[src/rtl/exp_operand_loader.sv]
// Operand loader for the 512-bit modexp core: buffers x/y from a 32-bit host
// stream, then pulses core_rst and streams eight 128-bit slices. Option macro: LOADER_ZEROIZE_EN.
module exp_operand_loader #(
  parameter int unsigned HOST_W   = 32,
  parameter int unsigned BUS_W    = 128,
  parameter int unsigned OP_W     = 512,
  parameter int unsigned RST_HOLD = 2
) (
  input  logic              clk,
  input  logic              rst,
  input  logic [HOST_W-1:0] host_data,
  input  logic              host_valid,
  output logic              host_ready,
  input  logic              flush,
  input  logic              start,
  output logic              core_rst,
  output logic [BUS_W-1:0]  bus_out,
  output logic              full,
  output logic              busy,
  output logic              done
);

  localparam int unsigned WORDS  = 2 * OP_W / HOST_W;
  localparam int unsigned SLICES = 2 * OP_W / BUS_W;
  localparam int unsigned WP_W   = $clog2(WORDS + 1);
  localparam int unsigned SW     = $clog2(SLICES);
  localparam int unsigned CW     = (RST_HOLD > 1) ? $clog2(RST_HOLD) : 1;
  localparam logic [WP_W-1:0] WP_FULL = WP_W'(WORDS);

  typedef enum logic [1:0] {LOAD, CRST, STREAM, FIN} state_t;

  state_t             state_q, state_d;
  logic [WP_W-1:0]    wp_q;
  logic [CW-1:0]      cnt_q, cnt_d;
  logic [SW-1:0]      s_q, s_d;
  logic [2*OP_W-1:0]  buf_q;
  logic [BUS_W-1:0]   slice_d;
  logic               xfer;

  assign host_ready = (state_q == LOAD) && (wp_q < WP_FULL);
  assign full       = (wp_q == WP_FULL);
  assign busy       = (state_q == CRST) || (state_q == STREAM);
  assign xfer       = host_valid && host_ready && !flush;

  always_comb begin
    state_d = state_q;
    cnt_d   = cnt_q;
    s_d     = s_q;
    case (state_q)
      LOAD: begin
        if (start && full) begin
          state_d = CRST;
          cnt_d   = '0;
        end
      end
      CRST: begin
        if (cnt_q == CW'(RST_HOLD - 1)) begin
          state_d = STREAM;
          s_d     = '0;
        end else begin
          cnt_d = cnt_q + CW'(1);
        end
      end
      STREAM: begin
        if (s_q == SW'(SLICES - 1)) state_d = FIN;
        else                        s_d = s_q + SW'(1);
      end
      FIN:     state_d = LOAD;
      default: state_d = LOAD;
    endcase
  end

  // Slice for the next cycle, so bus_out is registered yet lands in the cycle the core samples it.
  always_comb begin
    slice_d = '0;
    for (int unsigned k = 0; k < SLICES; k++) begin
      if (s_d == SW'(k)) slice_d = buf_q[k*BUS_W +: BUS_W];
    end
  end

  always_ff @(posedge clk or posedge rst) begin
    if (rst) begin
      state_q  <= LOAD;
      cnt_q    <= '0;
      s_q      <= '0;
      core_rst <= 1'b1;
      bus_out  <= '0;
      done     <= 1'b0;
    end else begin
      state_q <= state_d;
      cnt_q   <= cnt_d;
      s_q     <= s_d;
      if (state_d == CRST)        core_rst <= 1'b1;
      else if (state_d == STREAM) core_rst <= 1'b0;
      bus_out <= (state_d == STREAM) ? slice_d : '0;
      done    <= (state_d == FIN);
    end
  end

  always_ff @(posedge clk or posedge rst) begin
    if (rst) begin
      wp_q  <= '0;
      buf_q <= '0;
    end else begin
      if ((state_q == LOAD) && flush) begin
        wp_q <= '0;
      end else if (xfer) begin
        wp_q <= wp_q + WP_W'(1);
        for (int unsigned k = 0; k < WORDS; k++) begin
          if (wp_q == WP_W'(k)) buf_q[k*HOST_W +: HOST_W] <= host_data;
        end
      end
`ifdef LOADER_ZEROIZE_EN
      if (state_q == FIN) begin
        wp_q  <= '0;
        buf_q <= '0;
      end
`endif
    end
  end

endmodule

[config.mk]
export PLATFORM = sky130hd
export DESIGN_NAME = exp_operand_loader
export DESIGN_NICKNAME = d
export VERILOG_FILES = /design/src/rtl/exp_operand_loader.sv
export SDC_FILE = /design/constraint.sdc
export NUM_CORES = 2
export LEC_CHECK = 0
export CAP_MARGIN = 20
export CORE_MARGIN = 2
export CORE_UTILIZATION = 45
export CTS_CLUSTER_SIZE = 16
export DETAILED_ROUTE_END_ITERATION = 8
export GPL_ROUTABILITY_DRIVEN = 0
export GPL_TIMING_DRIVEN = 0
export PLACE_DENSITY = 0.67
export SYNTH_ARGS = -nofsm -noshare
export SYNTH_HDL_FRONTEND = slang
export SYNTH_SLANG_ARGS = --single-unit
[constraint.sdc]
create_clock -name clk -period 37.7 [get_ports clk]
set_clock_uncertainty 0.05 [all_clocks]
set_input_delay 7.54 -clock clk [delete_from_list [all_inputs] [get_ports clk]]
set_output_delay 7.54 -clock clk [all_outputs]
set_load 0.005 [all_outputs]
==> flow_summary.yaml <==
outcome:
  outcome: "finished with violations"
  failed_checks: "antenna violations"
clocking:
  ctsResizeCount: 0
  path_clk_slew_ps: 60
  cts.htree.levels: 4
  cts_tree: "yes"
  cts_buffers: 130
  cts-root-buf: "clkbuf_16"
  insertion_delay_ps: 750
  cts_setup_buffers: 0
  ctsHoldBuffers: 0
  clk_path_buf_depth: 3
  cts.sinks: 1166
pwr:
  ir_drop_uv: 34.71
  cellLeakagePower_nw: 29.05
  p_per_area_nw_per_um2: 53.59
synthesis:
  ys_seq_area_share_pct: 57.23
  async_flop_share_pct: 100.0
  synth_flop_cell: "dfrtp_1"
  synth.distinct_cells: 49
  avgSynthCellArea_um2: 13.38
  synth-seq-cells: 1166
  synth_edf_count: 0
  syn_area_um2: 50990
  syn-instance-count: 3812
  ys_warn_count: 0
  syn-num-nets: 3861
setup_path:
  crit_family: "buffers and inverters"
  critical_path_class: "in2reg"
  cp_max_fo: 10
  cp.arrival_ps: 11690
  cp_data_required_time_ps: 38190
  cp-start-kind: "input pin"
  path_cells: "clkdlybuf4s50_1 -> nand2_1 -> nand2_1 -> a21oi_1 -> ha_1 -> clkbuf_1 -> clkbuf_1 -> o21ai_0 -> a221oi_1"
  cp_slowest_cell: "a221oi_1"
  cp-end-kind: "flip-flop"
  cp.buffers_inverters: 3
  cpPeakStageDelay_ps: 920
layout:
  finalInstanceArea_um2: 59680
  synthToLayoutAreaGrowth_pct: 17.05
  final_cell_mix: "dfrtp_1, mux2_2, clkbuf_1"
  layout_commonest_cell: "dfrtp_1"
  layout-drive-gt1-share_pct: 37.33
  nets: 4203
route:
  wl_per_cell_um: 32.21
  ant_nets: 1
  wirelength_mm: 185.8
  initialDrtViolationCount: 4370
  num_vias: 37110
  drc_errors: 0
  drt-vias-per-instance: 6.432
  firstDrtPassIters: 9
floorplan:
  dieWidth_um: 340.6
  pin_count: 170
  rows: 123
  start_util_pct: 45.32
  die_y_um: 340.6
  dieArea_um2: 116000
  core_area_um2: 112500
place:
  hpwl_mm: 130.0
  portBuffers: 168
  place_area_um2: 55350
sta:
  max_freq_ghz: 0.08929
  hold_viol: 0
  period_share_pct: 29.71
  post-route-min-period_ps: 11200
  rsz0062_at_grt: "no"
  worstMarginPinSlew_ps: 1295
  fin_setup_tns_ps: 0
  max_slew_margin_pct: 13.68
  setup_viol: 0
  slew_violations: 0
flow_run:
  max_cap_violations: 0
global_route:
  antenna_found_initial: 10
  grt_max_degree: 43
  grt_pass1_wl_mm: 264.9
  overflow: 0
  grt_usage_pct: 31.83
  grt_pass1_vias: 36920
min_path:
  hold_class: "reg2reg"
## state kept, by name, summed over array words and instances (netlist names)
| name | flops |
|---|---|
| done | 1 |
| core_rst | 1 |
| state_q | 2 |
| wp_q | 6 |
| cnt_q | 1 |
| bus_out | 128 |
| s_q | 3 |
| buf_q | 1024 |
## cell families after synthesis
family / Yosys count / synth area share, %
flops: 1166 / 57.23
mux: 1082 / 25.08
compound gates: 862 / 11.23
buf+inv: 412 / 3.598
simple gates: 277 / 2.545
fa+ha+maj: 12 / 0.2945
xor+xnor: 1 / 0.01718
## layer usage
| layer | global-route usage (%) | vias to the layer above | share of wire, % |
|---|---|---|---|
| met3 | 9.548 | 509 | 11 |
| met5 | 0 | - | 0.031 |
| li1 | - | 14780 | - |
| met1 | 42.29 | 19600 | 39 |
| met4 | 16.76 | 10 | 5.9 |
| met2 | 47.10 | 2222 | 44 |
## final cells by class
class                   count  area [um^2]
fillers                  9498        52820
flip-flops and latches   1166        29180
multi-input cells        2234        19990
clock buffers             199         3926
repair buffers            210         2466
well taps                1500         1877
plain buffers             399         1783
clock inverters            36        376.6
inverters                  13        55.05
diodes                     13        32.53
## power by group
part	internal [mW]	switching, mW	total, mW
Combinational	0.182	0.389	0.571
Clock	0.749	0.537	1.29
Sequential	1.31	0.0300	1.34
Total	2.24	0.956	3.20
## synth_stat cells, types with 2 or more instances
cell,n,share of area (%)
a31oi_1,2,0.025
o211ai_1,2,0.029
buf_4,16,0.24
clkbuf_1,221,1.6
inv_1,11,0.081
mux2i_1,2,0.039
o22ai_1,205,2.5
buf_1,12,0.088
a221oi_1,100,1.7
nand2_2,2,0.025
a21o_1,101,1.5
a22o_1,27,0.46
mux4_2,54,2.4
nand2_4,2,0.044
nor3_1,2,0.020
nand4_1,2,0.025
nor2b_4,2,0.054
buf_6,6,0.13
and2_1,5,0.061
o21ai_0,204,2.0
ha_1,12,0.29
o21a_1,3,0.044
o21ai_1,2,0.020
nand2_1,119,0.88
dfrtp_1,1165,57
nor2_1,12,0.088
a21oi_1,109,1.1
nand3_1,123,1.2
a211oi_1,2,0.029
mux2_1,22,0.49
buf_2,144,1.4
mux2_2,1004,22
a31o_2,101,1.7
## final timing paths
check | from | end | slack (ps) | depth (start not counted)
hold reg to reg | buf_q[512]$_DFFE_PP0P_ | buf_q[512]$_DFFE_PP0P_ | 440 | 1
hold / removal | buf_q[512]$_DFFE_PP0P_ | buf_q[512]$_DFFE_PP0P_ | 440 | 1
setup reg to reg | state_q[0]$_DFF_PP0_ | bus_out[94]$_DFF_PP0_ | 32670 | 9
setup / recovery | start | bus_out[39]$_DFF_PP0_ | 26500 | 9
min in group asynchronous | rst | buf_q[100]$_DFFE_PP0P_ | 7210 | 2
max in group asynchronous | rst | buf_q[796]$_DFFE_PP0P_ | 28310 | 8
## through the flow
stage	total power [mW]	cells	hold WS, ps	utilization, %	setup WS, ps
2_1_floorplan	1.683	3812	408.9	-	14010
3_3_place_gp	1.899	5480	420.7	48.49	6794
3_5_place_dp	1.909	5522	430.4	49.20	26040
4_1_cts	3.179	5757	443.7	53.02	26790
5_1_grt	3.277	5758	454.6	53.02	26620
6_report	3.199	5770	442.3	53.05	26500
(Power assumes the default switching activity.)
